**config.mk**
```make
export PLATFORM = sky130hd
export DESIGN_NAME = wb_gpio_bank
export DESIGN_NICKNAME = d
export VERILOG_FILES = /design/src/rtl/wb_gpio_pkg.sv /design/src/rtl/gpio_channel.sv /design/src/rtl/wb_gpio_bank.sv
export SDC_FILE = /design/constraint.sdc
export NUM_CORES = 1
export LEC_CHECK = 0
export ABC_AREA = 1
export BUFFER_PORTS_ARGS = -buffer_cell sky130_fd_sc_hd__buf_2
export CORE_MARGIN = 3
export CORE_UTILIZATION = 40
export CTS_CLUSTER_SIZE = 12
export DETAILED_ROUTE_END_ITERATION = 7
export PLACE_DENSITY = 0.58
export SETUP_SLACK_MARGIN = 0.05
export SLEW_MARGIN = 20
export SYNTH_ARGS = -nofsm -noshare
export SYNTH_HDL_FRONTEND = slang
export SYNTH_SLANG_ARGS = --single-unit
```
**constraint.sdc**
```tcl
create_clock -name wb_clk_i -period 42.9 [get_ports wb_clk_i]
set_clock_uncertainty 0.15 [all_clocks]
set_input_delay 2.145 -clock wb_clk_i [delete_from_list [all_inputs] [get_ports wb_clk_i]]
set_output_delay 2.145 -clock wb_clk_i [all_outputs]
set_load 0.01 [all_outputs]
```
**src/rtl/wb_gpio_pkg.sv**
```systemverilog
// Shared constants, bus FSM states and byte-lane helper for the GPIO bank.
package wb_gpio_pkg;

  localparam int unsigned DW     = 32;
  localparam int unsigned SELW   = DW / 8;
  localparam int unsigned OFFW   = 3;
  localparam int unsigned CHW    = 3;

  localparam logic [DW-1:0] CH_STRIDE = 32'h0000_0020;

  localparam logic [OFFW-1:0] OFF_OUT  = 3'd0;
  localparam logic [OFFW-1:0] OFF_OE   = 3'd1;
  localparam logic [OFFW-1:0] OFF_IN   = 3'd2;
  localparam logic [OFFW-1:0] OFF_IE   = 3'd3;
  localparam logic [OFFW-1:0] OFF_EDGE = 3'd4;
  localparam logic [OFFW-1:0] OFF_IP   = 3'd5;

  typedef enum logic {
    IDLE = 1'b0,
    RESP = 1'b1
  } bus_state_e;

  // Replace the bytes of old_v selected by sel with the matching bytes of new_v.
  function automatic logic [DW-1:0] apply_sel(input logic [DW-1:0]   old_v,
                                              input logic [DW-1:0]   new_v,
                                              input logic [SELW-1:0] sel);
    logic [DW-1:0] r;
    r = old_v;
    for (int b = 0; b < int'(SELW); b++) begin
      if (sel[b]) r[8*b +: 8] = new_v[8*b +: 8];
    end
    return r;
  endfunction

endpackage

```
**src/rtl/gpio_channel.sv**
```systemverilog
// One 32-bit GPIO channel: control registers, input synchroniser, edge-detect interrupts.
module gpio_channel
  import wb_gpio_pkg::*;
#(
  parameter int unsigned SYNC_STAGES = 2
) (
  input  logic            clk,
  input  logic            rst,
  input  logic            wr_en,
  input  logic [OFFW-1:0] off,
  input  logic [DW-1:0]   wr_data,
  input  logic [SELW-1:0] wr_sel,
  input  logic [DW-1:0]   gpio_i,
  output logic [DW-1:0]   gpio_o,
  output logic [DW-1:0]   gpio_oe_o,
  output logic [DW-1:0]   rd_data_c,
  output logic            irq_term_c
);

  logic [DW-1:0] sync_q [SYNC_STAGES];
  logic [DW-1:0] hist_q;
  logic [DW-1:0] ie_q;
  logic [DW-1:0] edge_q;
  logic [DW-1:0] ip_q;
  logic [DW-1:0] in_c;
  logic [DW-1:0] event_c;
  logic [DW-1:0] w1c_mask_c;

  assign in_c       = sync_q[SYNC_STAGES-1];
  assign event_c    = (edge_q & ~in_c & hist_q) | (~edge_q & in_c & ~hist_q);
  assign w1c_mask_c = (wr_en && off == OFF_IP) ? apply_sel('0, wr_data, wr_sel) : '0;
  assign irq_term_c = |(ip_q & ie_q);

  // Pad synchroniser chain followed by the edge-history flop.
  always_ff @(posedge clk or posedge rst) begin
    if (rst) begin
      for (int i = 0; i < int'(SYNC_STAGES); i++) sync_q[i] <= '0;
      hist_q <= '0;
    end else begin
      sync_q[0] <= gpio_i;
      for (int i = 1; i < int'(SYNC_STAGES); i++) sync_q[i] <= sync_q[i-1];
      hist_q <= in_c;
    end
  end

  // Control registers; a same-cycle edge event beats a W1C clear on IP.
  always_ff @(posedge clk or posedge rst) begin
    if (rst) begin
      gpio_o    <= '0;
      gpio_oe_o <= '0;
      ie_q      <= '0;
      edge_q    <= '0;
      ip_q      <= '0;
    end else begin
      ip_q <= (ip_q & ~w1c_mask_c) | event_c;
      if (wr_en) begin
        case (off)
          OFF_OUT:  gpio_o    <= apply_sel(gpio_o, wr_data, wr_sel);
          OFF_OE:   gpio_oe_o <= apply_sel(gpio_oe_o, wr_data, wr_sel);
          OFF_IE:   ie_q      <= apply_sel(ie_q, wr_data, wr_sel);
          OFF_EDGE: edge_q    <= apply_sel(edge_q, wr_data, wr_sel);
          default:  ;
        endcase
      end
    end
  end

  // Register read selection.
  always_comb begin
    rd_data_c = '0;
    case (off)
      OFF_OUT:  rd_data_c = gpio_o;
      OFF_OE:   rd_data_c = gpio_oe_o;
      OFF_IN:   rd_data_c = in_c;
      OFF_IE:   rd_data_c = ie_q;
      OFF_EDGE: rd_data_c = edge_q;
      OFF_IP:   rd_data_c = ip_q;
      default:  rd_data_c = '0;
    endcase
  end

endmodule

```
**src/rtl/wb_gpio_bank.sv**
```systemverilog
// Wishbone B4 classic slave fronting NCH GPIO channels with a combined interrupt.
module wb_gpio_bank
  import wb_gpio_pkg::*;
#(
  parameter int unsigned NCH         = 2,
  parameter logic [31:0] GPIO_BASE   = 32'h1001_0000,
  parameter logic [31:0] GPIO_MASK   = 32'hFFFF_F000,
  parameter int unsigned SYNC_STAGES = 2
) (
  input  logic              wb_clk_i,
  input  logic              wb_rst_i,
  input  logic              wb_cyc_i,
  input  logic              wb_stb_i,
  input  logic              wb_we_i,
  input  logic [31:0]       wb_adr_i,
  input  logic [3:0]        wb_sel_i,
  input  logic [31:0]       wb_dat_i,
  output logic [31:0]       wb_dat_o,
  output logic              wb_ack_o,
  output logic              wb_err_o,
  output logic [32*NCH-1:0] gpio_o,
  output logic [32*NCH-1:0] gpio_oe_o,
  input  logic [32*NCH-1:0] gpio_i,
  output logic              irq_o
);

  bus_state_e       state_q;
  logic             req_c;
  logic             valid_c;
  logic [CHW-1:0]   ch_c;
  logic [OFFW-1:0]  off_c;
  logic [DW-1:0]    rd_c;
  logic [DW-1:0]    ch_rdata [NCH];
  logic [NCH-1:0]   irq_term;

  assign req_c   = wb_cyc_i & wb_stb_i & ~wb_ack_o & ~wb_err_o;
  assign ch_c    = wb_adr_i[7:5];
  assign off_c   = wb_adr_i[4:2];
  assign valid_c = ((wb_adr_i & GPIO_MASK) == GPIO_BASE)
                 && (32'(ch_c) < NCH)
                 && (off_c <= OFF_IP);

  for (genvar c = 0; c < NCH; c++) begin : g_ch
    gpio_channel #(.SYNC_STAGES(SYNC_STAGES)) u_ch (
      .clk        (wb_clk_i),
      .rst        (wb_rst_i),
      .wr_en      (req_c & valid_c & wb_we_i & (ch_c == CHW'(c))),
      .off        (off_c),
      .wr_data    (wb_dat_i),
      .wr_sel     (wb_sel_i),
      .gpio_i     (gpio_i[32*c +: 32]),
      .gpio_o     (gpio_o[32*c +: 32]),
      .gpio_oe_o  (gpio_oe_o[32*c +: 32]),
      .rd_data_c  (ch_rdata[c]),
      .irq_term_c (irq_term[c])
    );
  end

  // Read mux across channels.
  always_comb begin
    rd_c = '0;
    for (int unsigned c = 0; c < NCH; c++) begin
      if (ch_c == CHW'(c)) rd_c = ch_rdata[c];
    end
  end

  // Bus response FSM with registered ack/err/data and the combined irq.
  always_ff @(posedge wb_clk_i or posedge wb_rst_i) begin
    if (wb_rst_i) begin
      state_q  <= IDLE;
      wb_ack_o <= 1'b0;
      wb_err_o <= 1'b0;
      wb_dat_o <= '0;
      irq_o    <= 1'b0;
    end else begin
      irq_o    <= |irq_term;
      wb_ack_o <= 1'b0;
      wb_err_o <= 1'b0;
      wb_dat_o <= '0;
      case (state_q)
        IDLE: begin
          if (req_c) begin
            state_q <= RESP;
            if (valid_c) begin
              wb_ack_o <= 1'b1;
              wb_dat_o <= wb_we_i ? '0 : rd_c;
            end else begin
              wb_err_o <= 1'b1;
            end
          end
        end
        RESP:    state_q <= IDLE;
        default: state_q <= IDLE;
      endcase
    end
  end

endmodule
```
### Word-level counts from Yosys, hierarchy flattened

Cells that the tools add are included.

* flip-flop bits (word level): 548
* bits in latches: 0
* bits in writable memories: 0
* bits in read-only memories: 0
* word-level logic and storage cells: 149
* memories: 0

* add/subtract/negate cells: 0
* multipliers: 0
* divide/modulo/power cells: 0
* order comparisons: 2
* equal/unequal tests: 7
* shift-type cells: 0
* mux-type cells: 22
* bitwise gates (word level): 34
* reductions and logical operators: 39

Operators by type and width (number)
* 32-bit bitwise AND: 12
* 32-bit case mux with 6 select lines: 2
* 32-bit 2-to-1 mux: 8
* 32-bit inverter: 8
* 32-bit OR: 4
* 3-bit AND reduction: 32
* 64-bit OR reduction: 1
* 8-bit 2-to-1 mux: 4
* 20-bit by 17-bit == test with 1-bit output, second input constant: 1
* 1-bit bitwise AND: 7
* 1-bit 2-to-1 mux: 7
* 3-bit by 1-bit == test with 1-bit output, second input constant: 2
* 3-bit by 2-bit == test with 1-bit output, second input constant: 2
* 3-bit == test, second input constant: 2
* 3-bit logical NOT: 2
* 1-bit logical AND: 4
* 3-bit <= comparator, second input constant: 1
* 3-bit by 2-bit less-than comparator with 1-bit output, second input constant: 1
* 1-bit inverter: 3
* 1-bit case mux with 2 select lines: 1

### Longest topological paths before layout

* depth in word-level cells: 11
* depth in mapped cells: 12
* mapped depth without buffers: 9

### Modules after synthesis

From an unflattened synthesis, not the netlist that was laid out.

* cell total of the unflattened synthesis: 2750
* area total of the unflattened synthesis: 23598.9 µm²

By module, submodules not included
* gpio_channel: times used 2, cells an instance 1248, area an instance 10839.1 µm²
* wb_gpio_bank: times used 1, cells an instance 254, area an instance 1920.6 µm²

### Least setup slack after synthesis

No wires, ideal clock.

* kind: input -> register
* start: in wb_adr_i[4]
* end: reg g_ch[0].u_ch.ip_q[12]
* data arrival time: 3.370 ns
* data required time: 42.634 ns
* slack: 39.263 ns
* stages on the path: 12
* cells stage by stage: buf_6 nand2_2 nand2_2 nor2_4 nand3_4 nor2_8 buf_12 buf_12 buf_6 nand4_1 nand2_1 nand2_1

* longest elaborated chain between the ends: 10

Ends and longest elaborated chain
* start, declared: line wb_gpio_bank.sv:15 `input logic [31:0] wb_adr_i,`
* 3-bit <= comparator: line wb_gpio_bank.sv:41 `&& (off_c <= OFF_IP);`
* 1-bit logical AND: line wb_gpio_bank.sv:41
* 1-bit bitwise AND (3 in a row): line wb_gpio_bank.sv:47 `.wr_en (req_c & valid_c & wb_we_i & (ch_c == CHW'(c))),`
* 1-bit logical AND (*): line gpio_channel.sv:31 `assign w1c_mask_c = (wr_en && off == OFF_IP) ? apply_sel('0, wr_data, wr_sel) : '0;`
* 32-bit 2-to-1 mux (*): line gpio_channel.sv:31
* 32-bit inverter (*): line gpio_channel.sv:55 `ip_q <= (ip_q & ~w1c_mask_c) | event_c;`
* 32-bit bitwise AND (*): line gpio_channel.sv:55
* 32-bit OR (*): line gpio_channel.sv:55
* end signal, assigned: line gpio_channel.sv:55
* end, declared: line gpio_channel.sv:24 `logic [DW-1:0] ip_q;`

Every way passes the cells marked *; elsewhere a longest branch is shown, timed or not.
A chain may end at the register's enable or synchronous reset.

### Worst setup path in the final report

* start: in wb_adr_i[2]
* end: reg wb_dat_o[31]

* longest elaborated chain between the ends: 8

Ends and longest elaborated chain
* 3-bit == test (tied with other cells): line gpio_channel.sv:71 `case (off)`
* 32-bit case mux with 6 select lines: line gpio_channel.sv:71
* 32-bit 2-to-1 mux (2 in a row): line wb_gpio_bank.sv:63 `if (ch_c == CHW'(c)) rd_c = ch_rdata[c];`
* 32-bit 2-to-1 mux: line wb_gpio_bank.sv:86 `wb_dat_o <= wb_we_i ? '0 : rd_c;`
* 32-bit 2-to-1 mux (*): line wb_gpio_bank.sv:84 `if (valid_c) begin`
* 32-bit 2-to-1 mux (*): line wb_gpio_bank.sv:82 `if (req_c) begin`
* 32-bit 2-to-1 mux (*): line wb_gpio_bank.sv:80 `case (state_q)`
* end signal, assigned: line wb_gpio_bank.sv:86
* end, declared: line wb_gpio_bank.sv:18 `output logic [31:0] wb_dat_o,`

Marks and branches as above.

==> reports/metrics.yaml <==
status: "completed"
numPortBuffers: 293
vias: 19500
antenna_left: 0
synth-xor-area-share_pct: 0
required_ns: 43.26
rsz0062_at_grt: "no"
path_clk_slew_ns: 0.06
switching_share_pct: 23.5
fin_crit_sh_pct: 11.0
crit_arrival_ns: 5.08
crit_type: "primary input to flip-flop"
wl_per_cell_um: 19.0
diodes: 0
yosysSeqAreaShare_pct: 57.6
postCtsHoldBufs: 0
startpoint_type: "primary input"
p_int_uw: 830
cts_sinks: 548
pwr-share-clk_pct: 46.0
synth_top_flop_cell: "dfrtp_1"
fin_tns_setup_ns: 0
synth-simple-area-share_pct: 23.9
routabilityCongestion: 0.833
syn-num-nets: 2896
final_nets: 3157
grt_pass1_wl_um: 113000
synth_top_family_by_area: "simple AND/OR/NAND/NOR gates"
finalCoreUtilization_pct: 47.4
worstMarginPinSlew_ns: 1.10
chipWidth_um: 250
max_freq_mhz: 212
synth-compound-area-share_pct: 10.0
vias_per_cell: 5.10
setup_slack_ns: 38.18
cts_max_path_buffers: 3
grt_usage_pct: 23.1
synth_mux_area_share_pct: 0
synth-seq-cells: 548
pin_count: 300
post-dp-hpwl_um: 47300
multiInputGateArea_um2: 8120
core-area_um2: 58200
hold_path.class: "flip-flop to flip-flop"
die-area_um2: 62500
layout_min_cycle_time_ns: 4.72
postSynth.asyncResetShare_pct: 100
power_density_nw_per_um2: 39.3
grt_max_degree: 166
drt-total-wl_um: 72700
start_util_pct: 40.9
htree_levels: 2
seq_area_um2: 13700
cts_setup_buffers: 0
cts_inserted_buffers: 58
drive_gt1_share_pct: 15.1
yosysWarnings: 0
synth_edf_count: 0
drcViolationCount: 0
num-fill-cells: 5580
cp-end-kind: "flip-flop"
synth_cell_types: 33
root_buffer: "clkbuf_16"
grt_overflow: 0
finalSetupViolCount: 0
crit_fanout: 46
dr.pass1.iters: 5
seqPwrFrac_pct: 49.0
comb_power_share_pct: 5.0
fp.dieH_um: 250
synth_fa_ha_area_share_pct: 0
max-cap-violations: 0
synthToLayoutAreaGrowth_pct: 15.9
p_leak_uw: 0.0136
synth.avg_cell_area_um2: 8.63
drt_iter0_markers: 1594
grt_pass1_vias: 19200
peakVddDrop_v: 0.0000330
whs_ns: 0.195
clk_latency_ns: 0.61
power.switching_uw: 255
slew_viol_final: 0
place_ws_ns: 37.60
ctsResizeCount: 0
slew_headroom_pct: 26.3
antenna_found_initial: 0
netlist_area_um2: 23800
cts_tree: "yes"
hold_viol_final: 0
synthCells: 2759
std_cell_rows: 88
## power groups by stage
stage	clock network, µW	registers (µW)	logic (µW)
after floorplan	0	540	31.5
after global placement	0	541	54.3
after detailed placement	0	541	55.1
after CTS	509	532	55.2
after global routing	529	532	61.1
final	498	532	54.4
## state kept, by name, indices dropped and copies added, names as in the netlist, 32 cells and up
signal / cells
g_ch.u_ch.edge_q: 64
g_ch.u_ch.gpio_o: 64
g_ch.u_ch.gpio_oe_o: 64
g_ch.u_ch.hist_q: 64
g_ch.u_ch.ie_q: 64
g_ch.u_ch.in_c: 64
g_ch.u_ch.ip_q: 64
g_ch.u_ch.sync_q: 64
wb_dat_o: 32
## per-layer routing
layer  vias to the layer above  routed length, µm  part of all wire (%)  track usage [%]
li1                       9314                  -                     -                -
met1                      9361              32500                    45             32.3
met2                       696              33500                    46             37.3
met3                       149               4410                   6.1             3.25
met4                         0               2270                   3.1             7.48
met5                         -                  0                     0                0
## cell type report
class	count	share of cell area, %
well taps	765	3.47
clock inverters	13	0.335
multi-input cells	1757	29.4
repair buffers	314	5.94
inverters	341	4.67
flip-flops and latches	548	49.7
clock buffers	91	6.52
## final timing paths
kind	startpoint	to	slack, ns	depth (start not counted)
setup / recovery	wb_adr_i[2]	wb_dat_o[31]$_DFF_PP0_	38.18	11
hold / removal	g_ch[1].u_ch.sync_q[34]$_DFF_PP0_	g_ch[1].u_ch.in_c[2]$_DFF_PP0_	0.20	0
setup reg to reg	wb_ack_o$_DFF_PP0_	g_ch[0].u_ch.ie_q[19]$_DFFE_PP0P_	39.67	6
hold reg to reg	g_ch[1].u_ch.sync_q[34]$_DFF_PP0_	g_ch[1].u_ch.in_c[2]$_DFF_PP0_	0.20	0
max in group asynchronous	wb_rst_i	g_ch[1].u_ch.gpio_o[22]$_DFFE_PP0P_	38.96	4
min in group asynchronous	wb_rst_i	g_ch[0].u_ch.sync_q[40]$_DFF_PP0_	1.49	2
## Yosys cell counts, drive strengths merged (3+ instances only)
cell type    n  share of area (%)
clkbuf      27               0.43
nor2       149                2.6
o22ai       15               0.39
buf         86                2.6
nor3         6               0.13
a22o         4               0.15
nand4       97                2.5
a21oi       44               0.92
dfrtp      548                 58
nand2      921                 15
nand3      104                3.8
o21ai      398                8.4
a22oi        3              0.095
inv        340                5.4
or2         11               0.29
## stage by stage
stage / power, µW / instance area, µm² / cells
2_1_floorplan: 571 / 23800 / 2759
3_3_place_gp: 595 / 25700 / 3725
3_5_place_dp: 596 / 25700 / 3725
4_1_cts: 1100 / 27600 / 3829
5_1_grt: 1120 / 27600 / 3829
6_report: 1080 / 27600 / 3829
## critical path, cell delays in order
cell      delay [ns]
buf_2           0.51
nand3_1         0.38
buf_4           0.30
clkinv_2        0.26
buf_4           0.70
nand2_1         0.11
nand2_1         0.17
nor2_1          0.07
nand2_1         0.07
nand2_1         0.10
a21oi_1         0.21
## placed cells by master (no fill, tap or decap), types with 19 or more instances in the layout
| cell type | count |
|---|---|
| nand3_1 | 72 |
| a21oi_1 | 44 |
| nor2_1 | 143 |
| buf_2 | 293 |
| nand3_4 | 31 |
| clkbuf_16 | 61 |
| o21ai_1 | 233 |
| nand2_1 | 917 |
| inv_1 | 334 |
| dfrtp_1 | 548 |
| o21ai_0 | 165 |
| nand4_1 | 97 |
| buf_4 | 19 |
## logic make-up after synthesis
group,after synthesis
AND/OR/NAND/NOR,1290
buffers and inverters,454
flip-flops,548
AO/OA/AOI/OAI,467
No activity file was read; power rests on OpenSTA's default activity.
